### src/rtl/display_pkg.sv
// Shared 640x480@60 display timing constants, coordinate width and rgb888 pixel type.
package display_pkg;

    localparam int unsigned CORDW   = 10;

    localparam int unsigned H_RES   = 640;
    localparam int unsigned H_FP    = 16;
    localparam int unsigned H_SYNC  = 96;
    localparam int unsigned H_BP    = 48;
    localparam int unsigned H_TOTAL = H_RES + H_FP + H_SYNC + H_BP;

    localparam int unsigned V_RES   = 480;
    localparam int unsigned V_FP    = 10;
    localparam int unsigned V_SYNC  = 2;
    localparam int unsigned V_BP    = 33;
    localparam int unsigned V_TOTAL = V_RES + V_FP + V_SYNC + V_BP;

    localparam int unsigned COLR_W  = 8;

    typedef struct packed {
        logic [COLR_W-1:0] r;
        logic [COLR_W-1:0] g;
        logic [COLR_W-1:0] b;
    } rgb888_t;

endpackage

### src/rtl/pix_timing_gen_if.sv
// Renderer-facing scan/RGB signals plus the aligned pixel bus towards pix2gpdi.
interface pix_timing_gen_if;
    import display_pkg::*;

    logic [CORDW-1:0]  sx;
    logic [CORDW-1:0]  sy;
    logic              line;
    logic              frame;
    logic [COLR_W-1:0] red_in;
    logic [COLR_W-1:0] green_in;
    logic [COLR_W-1:0] blue_in;
    logic              test_en;
    logic [COLR_W-1:0] red;
    logic [COLR_W-1:0] green;
    logic [COLR_W-1:0] blue;
    logic              de;
    logic              hsync;
    logic              vsync;

    modport master (
        output sx, sy, line, frame, red, green, blue, de, hsync, vsync,
        input  red_in, green_in, blue_in, test_en
    );

    modport slave (
        input  sx, sy, line, frame, red, green, blue, de, hsync, vsync,
        output red_in, green_in, blue_in, test_en
    );

endinterface

### src/rtl/pix_delay.sv
// Generic N-stage shift register with synchronous active-low reset to RST_VAL; N=0 is a wire.
module pix_delay #(
    parameter int unsigned   W       = 1,
    parameter int unsigned   N       = 1,
    parameter logic [W-1:0]  RST_VAL = '0
) (
    input  logic         clk,
    input  logic         rst_n,
    input  logic [W-1:0] d,
    output logic [W-1:0] q
);

    if (N == 0) begin : g_pass
        assign q = d;
    end else begin : g_pipe
        logic [W-1:0] stage [N];

        always_ff @(posedge clk) begin
            if (!rst_n) begin
                for (int i = 0; i < int'(N); i++) stage[i] <= RST_VAL;
            end else begin
                stage[0] <= d;
                for (int i = 1; i < int'(N); i++) stage[i] <= stage[i-1];
            end
        end

        assign q = stage[N-1];
    end

endmodule

### src/rtl/pix_timing_gen.sv
// Raster scan counters, sync/de decode and renderer-latency alignment for the pixel output bus.
// Optional colour-bar test pattern enabled by defining PIX_TESTPAT_EN.
module pix_timing_gen
    import display_pkg::*;
#(
    parameter int unsigned H_RES     = display_pkg::H_RES,
    parameter int unsigned H_FP      = display_pkg::H_FP,
    parameter int unsigned H_SYNC    = display_pkg::H_SYNC,
    parameter int unsigned H_BP      = display_pkg::H_BP,
    parameter int unsigned V_RES     = display_pkg::V_RES,
    parameter int unsigned V_FP      = display_pkg::V_FP,
    parameter int unsigned V_SYNC    = display_pkg::V_SYNC,
    parameter int unsigned V_BP      = display_pkg::V_BP,
    parameter logic        H_POL     = 1'b0,
    parameter logic        V_POL     = 1'b0,
    parameter int unsigned PIXEL_LAT = 2
) (
    input  logic                    clk_pix,
    input  logic                    rst_pix_n,
    pix_timing_gen_if.master        bus
);

    localparam int unsigned H_TOTAL = H_RES + H_FP + H_SYNC + H_BP;
    localparam int unsigned V_TOTAL = V_RES + V_FP + V_SYNC + V_BP;
    localparam int unsigned HS_BEG  = H_RES + H_FP;
    localparam int unsigned HS_END  = HS_BEG + H_SYNC;
    localparam int unsigned VS_BEG  = V_RES + V_FP;
    localparam int unsigned VS_END  = VS_BEG + V_SYNC;
    localparam logic [2:0]  TIM_IDLE = {1'b0, ~H_POL, ~V_POL};

    logic [CORDW-1:0] sx;
    logic [CORDW-1:0] sy;
    logic [CORDW-1:0] sx_next;
    logic [CORDW-1:0] sy_next;
    logic             line;
    logic             frame;

    always_comb begin
        sx_next = sx + CORDW'(1);
        sy_next = sy;
        if (sx == CORDW'(H_TOTAL - 1)) begin
            sx_next = '0;
            sy_next = (sy == CORDW'(V_TOTAL - 1)) ? '0 : sy + CORDW'(1);
        end
    end

    // line/frame are decoded from the next position so they coincide with sx/sy.
    always_ff @(posedge clk_pix) begin
        if (!rst_pix_n) begin
            sx    <= CORDW'(H_TOTAL - 1);
            sy    <= CORDW'(V_TOTAL - 1);
            line  <= 1'b0;
            frame <= 1'b0;
        end else begin
            sx    <= sx_next;
            sy    <= sy_next;
            line  <= (sx_next == '0);
            frame <= (sx_next == '0) && (sy_next == '0);
        end
    end

    logic de_c;
    logic hs_c;
    logic vs_c;

    always_comb begin
        de_c = (sx < CORDW'(H_RES)) && (sy < CORDW'(V_RES));
        hs_c = ((sx >= CORDW'(HS_BEG)) && (sx < CORDW'(HS_END))) ? H_POL : ~H_POL;
        vs_c = ((sy >= CORDW'(VS_BEG)) && (sy < CORDW'(VS_END))) ? V_POL : ~V_POL;
    end

    logic [2:0] tim_d;

    pix_delay #(
        .W       (3),
        .N       (PIXEL_LAT),
        .RST_VAL (TIM_IDLE)
    ) u_tim_dly (
        .clk   (clk_pix),
        .rst_n (rst_pix_n),
        .d     ({de_c, hs_c, vs_c}),
        .q     (tim_d)
    );

    rgb888_t rgb_src_c;

`ifdef PIX_TESTPAT_EN
    localparam int unsigned BAR_W = H_RES / 8;

    logic [CORDW-1:0] bar_px;
    logic [CORDW-1:0] bar_px_next;
    logic [2:0]       bar_idx;
    logic [2:0]       bar_idx_next;
    logic             pat_on;
    logic             pat_sel_c;
    rgb888_t          bar_c;
    logic [3*COLR_W:0] bar_q;
    logic             pat_sel_d;
    rgb888_t          bar_d;

    always_comb begin
        bar_px_next  = bar_px + CORDW'(1);
        bar_idx_next = bar_idx;
        if (sx_next == '0) begin
            bar_px_next  = '0;
            bar_idx_next = '0;
        end else if (bar_px == CORDW'(BAR_W - 1)) begin
            bar_px_next  = '0;
            bar_idx_next = bar_idx + 3'(1);
        end
    end

    // test_en only takes effect at the frame pulse so a frame never mixes sources.
    always_ff @(posedge clk_pix) begin
        if (!rst_pix_n) begin
            bar_px  <= '0;
            bar_idx <= '0;
            pat_on  <= 1'b0;
        end else begin
            bar_px  <= bar_px_next;
            bar_idx <= bar_idx_next;
            if (frame) pat_on <= bus.test_en;
        end
    end

    always_comb begin
        pat_sel_c = frame ? bus.test_en : pat_on;
        bar_c.r   = {COLR_W{bar_idx[2]}};
        bar_c.g   = {COLR_W{bar_idx[1]}};
        bar_c.b   = {COLR_W{bar_idx[0]}};
    end

    pix_delay #(
        .W       (3*COLR_W + 1),
        .N       (PIXEL_LAT),
        .RST_VAL ('0)
    ) u_bar_dly (
        .clk   (clk_pix),
        .rst_n (rst_pix_n),
        .d     ({pat_sel_c, bar_c}),
        .q     (bar_q)
    );

    always_comb begin
        pat_sel_d = bar_q[3*COLR_W];
        bar_d     = rgb888_t'(bar_q[3*COLR_W-1:0]);
        rgb_src_c = bar_d;
        if (!pat_sel_d) begin
            rgb_src_c.r = bus.red_in;
            rgb_src_c.g = bus.green_in;
            rgb_src_c.b = bus.blue_in;
        end
    end
`else
    always_comb begin
        rgb_src_c.r = bus.red_in;
        rgb_src_c.g = bus.green_in;
        rgb_src_c.b = bus.blue_in;
    end
`endif

    rgb888_t rgb_q;
    logic    de_q;
    logic    hs_q;
    logic    vs_q;

    // Final alignment register; colour is forced to black outside the active area.
    always_ff @(posedge clk_pix) begin
        if (!rst_pix_n) begin
            rgb_q <= '0;
            de_q  <= 1'b0;
            hs_q  <= ~H_POL;
            vs_q  <= ~V_POL;
        end else begin
            rgb_q <= tim_d[2] ? rgb_src_c : '0;
            de_q  <= tim_d[2];
            hs_q  <= tim_d[1];
            vs_q  <= tim_d[0];
        end
    end

    assign bus.sx    = sx;
    assign bus.sy    = sy;
    assign bus.line  = line;
    assign bus.frame = frame;
    assign bus.red   = rgb_q.r;
    assign bus.green = rgb_q.g;
    assign bus.blue  = rgb_q.b;
    assign bus.de    = de_q;
    assign bus.hsync = hs_q;
    assign bus.vsync = vs_q;

endmodule

### src/flat_wrapper.sv
// flat-port wrapper written by rule: the top's interface ports become plain ports
module pix_timing_gen_flat import display_pkg::*;
#(
    parameter int unsigned H_RES     = display_pkg::H_RES,
    parameter int unsigned H_FP      = display_pkg::H_FP,
    parameter int unsigned H_SYNC    = display_pkg::H_SYNC,
    parameter int unsigned H_BP      = display_pkg::H_BP,
    parameter int unsigned V_RES     = display_pkg::V_RES,
    parameter int unsigned V_FP      = display_pkg::V_FP,
    parameter int unsigned V_SYNC    = display_pkg::V_SYNC,
    parameter int unsigned V_BP      = display_pkg::V_BP,
    parameter logic        H_POL     = 1'b0,
    parameter logic        V_POL     = 1'b0,
    parameter int unsigned PIXEL_LAT = 2
)
  (clk_pix, rst_pix_n, bus_sx, bus_sy, bus_line, bus_frame, bus_red, bus_green, bus_blue, bus_de, bus_hsync, bus_vsync, bus_red_in, bus_green_in, bus_blue_in, bus_test_en);
  pix_timing_gen_if bus_i ();
  input  logic clk_pix;
  input  logic rst_pix_n;
  output wire logic [$bits(bus_i.sx)-1:0] bus_sx;
  output wire logic [$bits(bus_i.sy)-1:0] bus_sy;
  output wire logic [$bits(bus_i.line)-1:0] bus_line;
  output wire logic [$bits(bus_i.frame)-1:0] bus_frame;
  output wire logic [$bits(bus_i.red)-1:0] bus_red;
  output wire logic [$bits(bus_i.green)-1:0] bus_green;
  output wire logic [$bits(bus_i.blue)-1:0] bus_blue;
  output wire logic [$bits(bus_i.de)-1:0] bus_de;
  output wire logic [$bits(bus_i.hsync)-1:0] bus_hsync;
  output wire logic [$bits(bus_i.vsync)-1:0] bus_vsync;
  input wire logic [$bits(bus_i.red_in)-1:0] bus_red_in;
  input wire logic [$bits(bus_i.green_in)-1:0] bus_green_in;
  input wire logic [$bits(bus_i.blue_in)-1:0] bus_blue_in;
  input wire logic [$bits(bus_i.test_en)-1:0] bus_test_en;
  assign bus_sx = bus_i.sx;
  assign bus_sy = bus_i.sy;
  assign bus_line = bus_i.line;
  assign bus_frame = bus_i.frame;
  assign bus_red = bus_i.red;
  assign bus_green = bus_i.green;
  assign bus_blue = bus_i.blue;
  assign bus_de = bus_i.de;
  assign bus_hsync = bus_i.hsync;
  assign bus_vsync = bus_i.vsync;
  assign bus_i.red_in = bus_red_in;
  assign bus_i.green_in = bus_green_in;
  assign bus_i.blue_in = bus_blue_in;
  assign bus_i.test_en = bus_test_en;
  pix_timing_gen #(.H_RES(H_RES), .H_FP(H_FP), .H_SYNC(H_SYNC), .H_BP(H_BP), .V_RES(V_RES), .V_FP(V_FP), .V_SYNC(V_SYNC), .V_BP(V_BP), .H_POL(H_POL), .V_POL(V_POL), .PIXEL_LAT(PIXEL_LAT)) u_core (.clk_pix(clk_pix), .rst_pix_n(rst_pix_n), .bus(bus_i));
endmodule
### config.mk
export PLATFORM = sky130hd
export DESIGN_NAME = pix_timing_gen_flat
export DESIGN_NICKNAME = d
export VERILOG_FILES = /design/src/rtl/display_pkg.sv /design/src/rtl/pix_timing_gen_if.sv /design/src/rtl/pix_delay.sv /design/src/rtl/pix_timing_gen.sv /design/src/flat_wrapper.sv
export SDC_FILE = /design/constraint.sdc
export NUM_CORES = 1
export LEC_CHECK = 0
export BUFFER_PORTS_ARGS = -buffer_cell sky130_fd_sc_hd__buf_4
export CAP_MARGIN = 20
export CORE_ASPECT_RATIO = 2
export CORE_MARGIN = 2
export CORE_UTILIZATION = 45
export DETAILED_ROUTE_END_ITERATION = 16
export PLACE_DENSITY_LB_ADDON = 0.1
export SYNTH_ARGS = -nofsm -noshare
export SYNTH_HDL_FRONTEND = slang
export SYNTH_HIERARCHICAL = 1
export SYNTH_SLANG_ARGS = --single-unit
### constraint.sdc
create_clock -name clk_pix -period 2.1 [get_ports clk_pix]
set_clock_uncertainty 0.15 [all_clocks]
set_input_delay 0 -clock clk_pix [delete_from_list [all_inputs] [get_ports clk_pix]]
set_output_delay 0 -clock clk_pix [all_outputs]
set_load 0.01 [all_outputs]
==> results_dict.tcl, run 1 <==
set metrics [dict create \
    dpl.hpwl_mm 4.28 \
    p_total_mw 3.73 \
    globalplace.congestion 0.935 \
    dieWidth_um 55.7 \
    dr.pass1.iters 4 \
    core_sq_mm 0.00514 \
    cts_inserted_buffers 5 \
    place_ws_ns 0.0126 \
    hp-class "flip-flop to flip-flop" \
    drc 0 \
    netlist_instances 252 \
    hold_ws_ns 0.268 \
    dieArea_sq_mm 0.00599 \
    ant_nets 0 \
    timing.rr.start "u_core/bus.sy[1]$_SDFF_PN0_" \
    cts-htree-levels 2 \
    area_growth_pct 48.5 \
    r2r_end "u_core/bus.frame$_SDFF_PN0_" \
    rsz0062_at_grt "yes" \
    die_h_um 107 \
    antenna_found_initial 0 \
    cp.arrival_ns 2.15 \
    fin_crit_ns 2.04 \
    diodes 0 \
    globalRoute.totalOverflow 0 \
    worstSetupPathType "flip-flop to flip-flop" \
    floorplan.initialDensity 0.468 \
    whs_path_depth 1 \
    synth-seq-cells 55 \
    routed-via-count 2261 \
    synth-async-reset-ratio 0 \
    clock_path_buffers 2 \
    ys.flop_type "dfxtp_1" \
    yosysWarnings 6 \
    drt-initial-drc-count 53 \
    slew_violations 0 \
    worst_setup_path_start_kind "flip-flop" \
    cap_viol_max_count 0 \
    rows 37 \
    p_leak_nw 1.69 \
    placement.io_buffers 74 \
    synthesis.area_sq_mm 0.00241 \
    final_common_cell "buf_4" \
    finalWirelength_mm 6.36 \
    syn-num-nets 283 \
    synth.top_cell.area_share 0.457 \
    min_to "u_core/u_tim_dly/g_pipe.stage[0][3]$_SDFF_PN1_" \
    finalCritPeriodShare 0.972 \
    vias_per_cell 5.25 \
    grt_usage 0.216 \
    grt_pass1_wl_mm 10.2 \
    rr_worst_depth 8 \
    synth_area_leaders "dfxtp_1, and3_1, nand2_1" \
    hold_viol 0 \
    worstPathMaxFanout 6 \
    clk_pin_slew_ns 0.10 \
    powerDensity_mw_per_mm2 1040 \
    synth-edff-count 0 \
    routedWlPerCell_um 14.8 \
    clock_sinks 55 \
    avgSynthCellArea_sq_um 9.55 \
    synth_largest_area_cell "dfxtp_1" \
    cpPeakStageDelay_ns 0.38 \
    fin_ws_ns 0.0584 \
    root_buffer "clkbuf_8" \
    drive_above_1_share 0.402 \
    ir_drop_v 0.000759 \
    io_pins 76 \
    clk-insertion-delay-late_ns 0.31 \
    slew_headroom 0.611 \
    synth.distinct_cells 51 \
    critPathCaptureType "flip-flop" \
    grt_pass1_vias 2115 \
    cp.required_ns 2.21 \
    setup_violations 0 \
    worst_path_max_delay_cell "dfxtp_4" \
    regToRegSetupSlack_ns 0.06 \
    cp_num_buf_inv 1 \
    tightest_slew_ns 0.583 \
    nets 403 \
    fin_util 0.696 \
    path_cells "inv_2, ha_4, nand4bb_4, nor4_4, a21o_1, a311oi_2, nor4b_2, and4b_1" \
    grt_max_degree 54 \
    critPathTopFamily "simple AND/OR/NAND/NOR gates" \
    cts_tree "done" \
    outcome "finished clean" \
    hp-start "u_core/u_tim_dly/g_pipe.stage[0][0]$_SDFF_PN1_" \
    yosysSeqAreaShare 0.457 \
    layout_common_cells "buf_4, dfxtp_1, and3_1" \
    max_freq_ghz 0.490 \
]
report_power, final:
group          internal [mW]  switching (mW)  leakage [nW]
clock                  0.270           0.355        0.0474
sequential              1.16           0.126         0.447
combinational          0.945           0.874          1.19
total                   2.37            1.35          1.69
synth_stat cells (3+ instances only):
cell type,n
nand4_1,3
buf_4,7
dfxtp_1,55
o21ai_0,15
nand3_1,8
nand2_1,20
clkbuf_1,8
buf_2,4
xnor2_1,8
and2_1,7
a21oi_1,5
nor2_1,6
inv_1,7
a22oi_1,3
nor3_1,8
a31oi_1,3
and4_1,3
nand2b_1,7
ha_1,4
and3_1,29
clkbuf_8,4
o21a_1,3
cell families (layout without fill, tap and decap cells):
family / after synthesis / count (layout) / share of synthesized area
buf+inv: 33 / 154 / 0.0977
mux: 1 / 1 / 0.00416
compound gates: 42 / 42 / 0.111
flops: 55 / 55 / 0.457
fa+ha+maj: 4 / 4 / 0.0208
xor+xnor: 10 / 10 / 0.0364
simple gates: 107 / 107 / 0.272
metal layers:
layer,track usage,part of all wire
met1,0.231,0.38
met2,0.397,0.53
met3,0.0481,0.055
met4,0.0958,0.027
met5,0,0
per-stage QoR:
stage	setup TNS, ns	cells	area (sq um)
finish	0	431	3580
global route	-0.0336	431	3580
CTS	0	429	3480
detailed placement	0	396	3130
global placement	0	396	3130
floorplan	0	252	2420
flip-flops by register name, summed over array words and instances (netlist names), 6 cells and up:
| register | count |
|---|---|
| u_core/u_tim_dly/g_pipe.stage | 6 |
| u_core/bus.green | 8 |
| u_core/bus.blue | 8 |
| u_core/bus.red | 8 |
| u_core/bus.sx | 10 |
| u_core/bus.sy | 10 |
timing repair:
action                                 4_1_cts  5_1_grt
gates resized for setup                      1       22
hold buffers                                25        0
cloned                                       0        0
setup endpoints to repair                    1        3
buffers inserted                             0        2
endpoints found under the hold margin       25        0
pin swaps                                    0       11
layout make-up:
cell class / count / area (sq um)
clock buffer: 6 / 82.6
clock inverter: 2 / 16.3
fill: 424 / 1560
inverter: 7 / 26.3
multi-input combinational: 164 / 1160
sequential: 55 / 1110
tap: 58 / 72.6
timing repair buffer: 139 / 1110
worst max-delay path by stage:
stage,start,to,slack [ns],cells after the start
6_report,u_core/bus.sy[1]$_SDFF_PN0_,u_core/bus.frame$_SDFF_PN0_,0.06,8
5_1_grt,u_core/bus.sx[5]$_SDFF_PN0_,u_core/bus.frame$_SDFF_PN0_,-0.03,7
4_1_cts,u_core/bus.sx[1]$_SDFF_PN1_,u_core/bus.frame$_SDFF_PN0_,0.008,8
3_5_place_dp,u_core/bus.sx[1]$_SDFF_PN1_,u_core/bus.frame$_SDFF_PN0_,0.01,8
3_3_place_gp,u_core/bus.sx[5]$_SDFF_PN0_,u_core/bus.frame$_SDFF_PN0_,0.01,7
2_1_floorplan,u_core/bus.sx[0]$_SDFF_PN1_,u_core/bus.frame$_SDFF_PN0_,0.03,8
No activity file was read; power rests on OpenSTA's default activity.
==> inputs of run 2 (changes only) <==
Settings changed: CORE_UTILIZATION 45 to 50, RECOVER_POWER from default to 25.
Clock period 2.1 ns to 2 ns, I/O delays scaled along.
==> results_dict.tcl, run 2 (same netlist as run 1, synthesis figures left out) <==
set metrics [dict create \
    outcome "finished with violations" \
    violations "negative setup slack" \
    die_h_um 102 \
    largest_registers "u_core/bus.sx: 10 flops, u_core/bus.sy: 10 flops" \
    ir_drop_v 0.00105 \
    slew_headroom 0.597 \
    critPathCaptureType "flip-flop" \
    worstSetupPathType "flip-flop to flip-flop" \
    worst_setup_path_start_kind "flip-flop" \
    ant_nets 0 \
    hold_viol 0 \
    grt_pass1_wl_mm 9.78 \
    clock_sinks 55 \
    rows 35 \
    drt-initial-drc-count 53 \
    layout_common_cells "buf_4, dfxtp_1, and3_1" \
    cap_viol_max_count 0 \
    min_to "u_core/bus.vsync$_SDFF_PN1_" \
    placement.io_buffers 74 \
    powerDensity_mw_per_mm2 1170 \
    fin_ws_ns -0.0245 \
    cts-htree-levels 2 \
    diodes 0 \
    finalNonFillerCells 435 \
    routedWlPerCell_um 14.8 \
    tightest_slew_ns 0.604 \
    fin_crit_ns 2.02 \
    core_sq_mm 0.00464 \
    placed_cells 400 \
    globalRoute.totalOverflow 0 \
    rsz0062_at_grt "yes" \
    area_growth_pct 46.6 \
    globalplace.congestion 0.931 \
    nets 410 \
    grt_max_degree 54 \
    root_buffer "clkbuf_8" \
    cts_tree "done" \
    hp-class "flip-flop to flip-flop" \
    regToRegSetupSlack_ns -0.02 \
    setup_violations 1 \
    dr.pass1.iters 4 \
    grt_usage 0.244 \
    routed-via-count 2287 \
    rr_worst_depth 7 \
    dieArea_sq_mm 0.00542 \
    vias_per_cell 5.26 \
    dpl.hpwl_mm 4.38 \
    p_leak_nw 1.63 \
    totalNegativeSetupSlack_ns -0.0245 \
    finalWirelength_mm 6.45 \
    timing.rr.start "u_core/bus.sx[5]$_SDFF_PN0_" \
    drc 0 \
    cts_inserted_buffers 5 \
    antenna_found_initial 0 \
    grt_pass1_vias 2253 \
    max_freq_ghz 0.494 \
    dieWidth_um 53.1 \
    final_common_cell "buf_4" \
    finalCritPeriodShare 1.01 \
    hp-start "u_core/u_tim_dly/g_pipe.stage[0][3]$_SDFF_PN1_" \
    whs_path_depth 1 \
    floorplan.initialDensity 0.519 \
    p_total_mw 4.11 \
    clk_pin_slew_ns 0.11 \
    io_pins 76 \
    fin_util 0.760 \
    clock_path_buffers 2 \
    hold_ws_ns 0.271 \
    clk-insertion-delay-late_ns 0.31 \
    r2r_end "u_core/bus.frame$_SDFF_PN0_" \
    worstPathMaxFanout 3 \
    cp.required_ns 2.11 \
    cp.arrival_ns 2.14 \
    drive_above_1_share 0.329 \
    slew_violations 0 \
]
run 2: worst max-delay path by stage:
stage	start	to	slack (ns)
3_5_place_dp	u_core/bus.sx[5]$_SDFF_PN0_	u_core/bus.frame$_SDFF_PN0_	-0.08
4_1_cts	u_core/bus.sx[7]$_SDFF_PN0_	u_core/bus.frame$_SDFF_PN0_	0.003
6_report	u_core/bus.sx[5]$_SDFF_PN0_	u_core/bus.frame$_SDFF_PN0_	-0.02
3_3_place_gp	u_core/bus.sx[5]$_SDFF_PN0_	u_core/bus.frame$_SDFF_PN0_	-0.01
2_1_floorplan	u_core/bus.sx[6]$_SDFF_PN0_	u_core/bus.frame$_SDFF_PN0_	0.004
5_1_grt	u_core/bus.sy[0]$_SDFF_PN0_	u_core/bus.frame$_SDFF_PN0_	-0.09
run 2: what timing repair did:
item	in CTS	in global routing
hold buffers	25	0
endpoints found under the hold margin	25	0
endpoints found under the setup margin	1	4
pin swaps	1	9
setup buffers	0	2
gates resized for setup	4	10
run 2: area by class of cell:
class | instances | area (sq um)
inverters | 7 | 26.3
multi-input cells | 164 | 1130
clock inverters | 3 | 45.0
clock buffers | 5 | 68.8
fillers | 382 | 1110
flip-flops and latches | 55 | 1120
repair buffers | 146 | 1070
well taps | 55 | 68.8
run 2: per-stage QoR:
step / setup slack, ns / cell area (sq um)
after detailed placement: -0.0786 / 3210
after global placement: -0.0146 / 3210
final: -0.0245 / 3530
after global routing: -0.0893 / 3530
after floorplan: 0.00404 / 2470
after CTS: 0.00280 / 3590
run 2: per-layer routing:
layer,routed length (um),vias up,global-route usage,share of wire
li1,-,1126,-,-
met1,2390,1050,0.249,0.37
met2,3460,88,0.458,0.54
met3,334,23,0.0322,0.052
met4,263,0,0.126,0.041
met5,0,-,0,0
run 2: worst max-delay path, cell delays in order, from the launching register on:
cell and delay [ns]:
dfxtp_2 0.35, nor4b_4 0.40, buf_4 0.19, a22oi_1 0.06, o22ai_1 0.14, nand2_1 0.11
nor4b_2 0.34, and4b_1 0.23
run 2: where the power goes:
group | total [mW] | leakage, nW | switching [mW] | internal (mW)
Clock | 0.750 | 0.0591 | 0.371 | 0.379
Sequential | 1.34 | 0.449 | 0.117 | 1.22
Combinational | 2.03 | 1.12 | 0.972 | 1.06
==> inputs of run 3 (changes only) <==
Settings changed: BUFFER_PORTS_ARGS -buffer_cell sky130_fd_sc_hd__buf_4 to default, CORE_UTILIZATION 50 to 62, DONT_BUFFER_PORTS from default to 1.
==> results_dict.tcl, run 3 (same netlist as run 1, synthesis figures left out) <==
set metrics [dict create \
    slew_headroom 0.606 \
    cpPeakStageDelay_ns 0.40 \
    layout_common_cells "buf_4, dfxtp_1, and3_1" \
    worst_setup_path_start_kind "flip-flop" \
    outcome "finished with violations" \
    floorplan.initialDensity 0.633 \
    cts-htree-levels 2 \
    drc 0 \
    grt_usage 0.331 \
    largest_registers "u_core/bus.sx: 10 flops, u_core/bus.sy: 10 flops" \
    hp-class "input pin to flip-flop" \
    finalNonFillerCells 364 \
    root_buffer "clkbuf_8" \
    hold_ws_ns 0.229 \
    worstSetupPathType "flip-flop to flip-flop" \
    dieWidth_um 48.1 \
    worstPathMaxFanout 5 \
    p_leak_nw 1.39 \
    clk-insertion-delay-late_ns 0.31 \
    dr.pass1.iters 4 \
    grt_pass1_wl_mm 10.4 \
    placed_cells 329 \
    cap_viol_max_count 0 \
    cp_num_buf_inv 0 \
    io_pins 76 \
    routed-via-count 2107 \
    routedWlPerCell_um 18.9 \
    dieArea_sq_mm 0.00443 \
    finalCritPeriodShare 1.03 \
    clk_pin_slew_ns 0.10 \
    cts_inserted_buffers 5 \
    globalplace.congestion 0.923 \
    grt_pass1_vias 2165 \
    powerDensity_mw_per_mm2 1240 \
    slew_violations 0 \
    diodes 0 \
    die_h_um 92.1 \
    post_cts_buffers 0 \
    clock_path_buffers 2 \
    critPathCaptureType "flip-flop" \
    grt_max_degree 55 \
    final_common_cell "buf_4" \
    critPathTopFamily "simple AND/OR/NAND/NOR gates" \
    tightest_slew_ns 0.590 \
    ant_nets 0 \
    cp.arrival_ns 2.11 \
    finalWirelength_mm 6.89 \
    antenna_found_initial 0 \
    cp.required_ns 2.06 \
    clock_sinks 55 \
    violations "negative setup slack" \
    hold_viol 0 \
    vias_per_cell 5.79 \
    fin_ws_ns -0.0553 \
    dpl.hpwl_mm 4.46 \
    area_growth_pct 29.8 \
    max_freq_ghz 0.487 \
    setup_violations 1 \
    globalRoute.totalOverflow 0 \
    cts_tree "done" \
    drt-initial-drc-count 72 \
    rsz0062_at_grt "yes" \
    nets 343 \
    fin_crit_ns 2.06 \
    core_sq_mm 0.00380 \
    placement.io_buffers 0 \
    drive_above_1_share 0.268 \
    rows 32 \
    worst_path_max_delay_cell "or3_4" \
    path_cells "nor4b_4, nand4_4, or3_4, a31oi_4, o32ai_2, and4b_1" \
    ir_drop_v 0.00102 \
]
-- run 3: cell count changes in the layout (fill, tap and decap cells not counted), sizes merged --
cell / before / now
bufinv: 1 / 0
dlygate4sd3: 25 / 26
buf: 96 / 53
clkbuf: 30 / 5
clkinv: 0 / 2
inv: 9 / 8
-- run 3: layout make-up --
type                    instances  area (sq um)
well taps                      51          63.8
repair buffers                 79           678
multi-input cells             164          1140
clock buffers                   5          68.8
flip-flops and latches         55          1120
inverters                       7          26.3
fillers                       235           679
clock inverters                 3          22.5
-- run 3: stage by stage --
stage / worst slack (ns) / utilization / TNS [ns] / total power, mW / instance area (sq um)
after floorplan: 0.00404 / - / 0 / 2.58 / 2470
after detailed placement: -0.0992 / 0.710 / -0.0992 / 3.06 / 2700
after CTS: -0.0122 / 0.819 / -0.0122 / 3.79 / 3110
after global routing: -0.0955 / 0.821 / -0.121 / 4.07 / 3120
final: -0.0553 / 0.821 / -0.0553 / 3.87 / 3120
after global placement: -0.00731 / 0.710 / -0.00731 / 3.00 / 2700
-- run 3: path summary, 6_finish.rpt --
path                                                     to  depth (start not counted)  slack [ns]                                            from
max                             u_core/bus.frame$_SDFF_PN0_                          6       -0.06                     u_core/bus.sx[6]$_SDFF_PN0_
min                            u_core/bus.red[3]$_SDFF_PN0_                          2        0.23                                   bus_red_in[3]
max reg2reg                     u_core/bus.frame$_SDFF_PN0_                          6       -0.06                     u_core/bus.sx[6]$_SDFF_PN0_
min reg2reg  u_core/u_tim_dly/g_pipe.stage[0][3]$_SDFF_PN1_                          1        0.27  u_core/u_tim_dly/g_pipe.stage[0][0]$_SDFF_PN1_
-- run 3: metal layers --
metal	wire (um)	part of all wire	up-vias	GRT usage
met3	374	0.054	28	0.0768
met2	3830	0.56	89	0.599
met4	380	0.055	0	0.158
met1	2300	0.33	996	0.314
met5	0	0	-	0
li1	-	-	994	-
-- run 3: where the power goes --
group          internal, mW  switching (mW)  total (mW)
clock network         0.251           0.362       0.614
registers              1.22           0.140        1.36
logic                 0.921           0.976        1.90
total                  2.39            1.48        3.87
-- run 3: what timing repair did --
action / CTS / global route
pin swaps: 4 / 5
setup endpoints to repair: 1 / 2
hold buffers: 27 / 0
endpoints found under the hold margin: 54 / 0
gates resized for setup: 10 / 4
-- run 3: worst reg2reg max path, stage by stage (launching register included) --
cell     delay (ns)
dfxtp_2        0.36
nor4b_4        0.39
nand4_4        0.20
or3_4          0.40
a31oi_4        0.16
o32ai_2        0.09
and4b_1        0.20
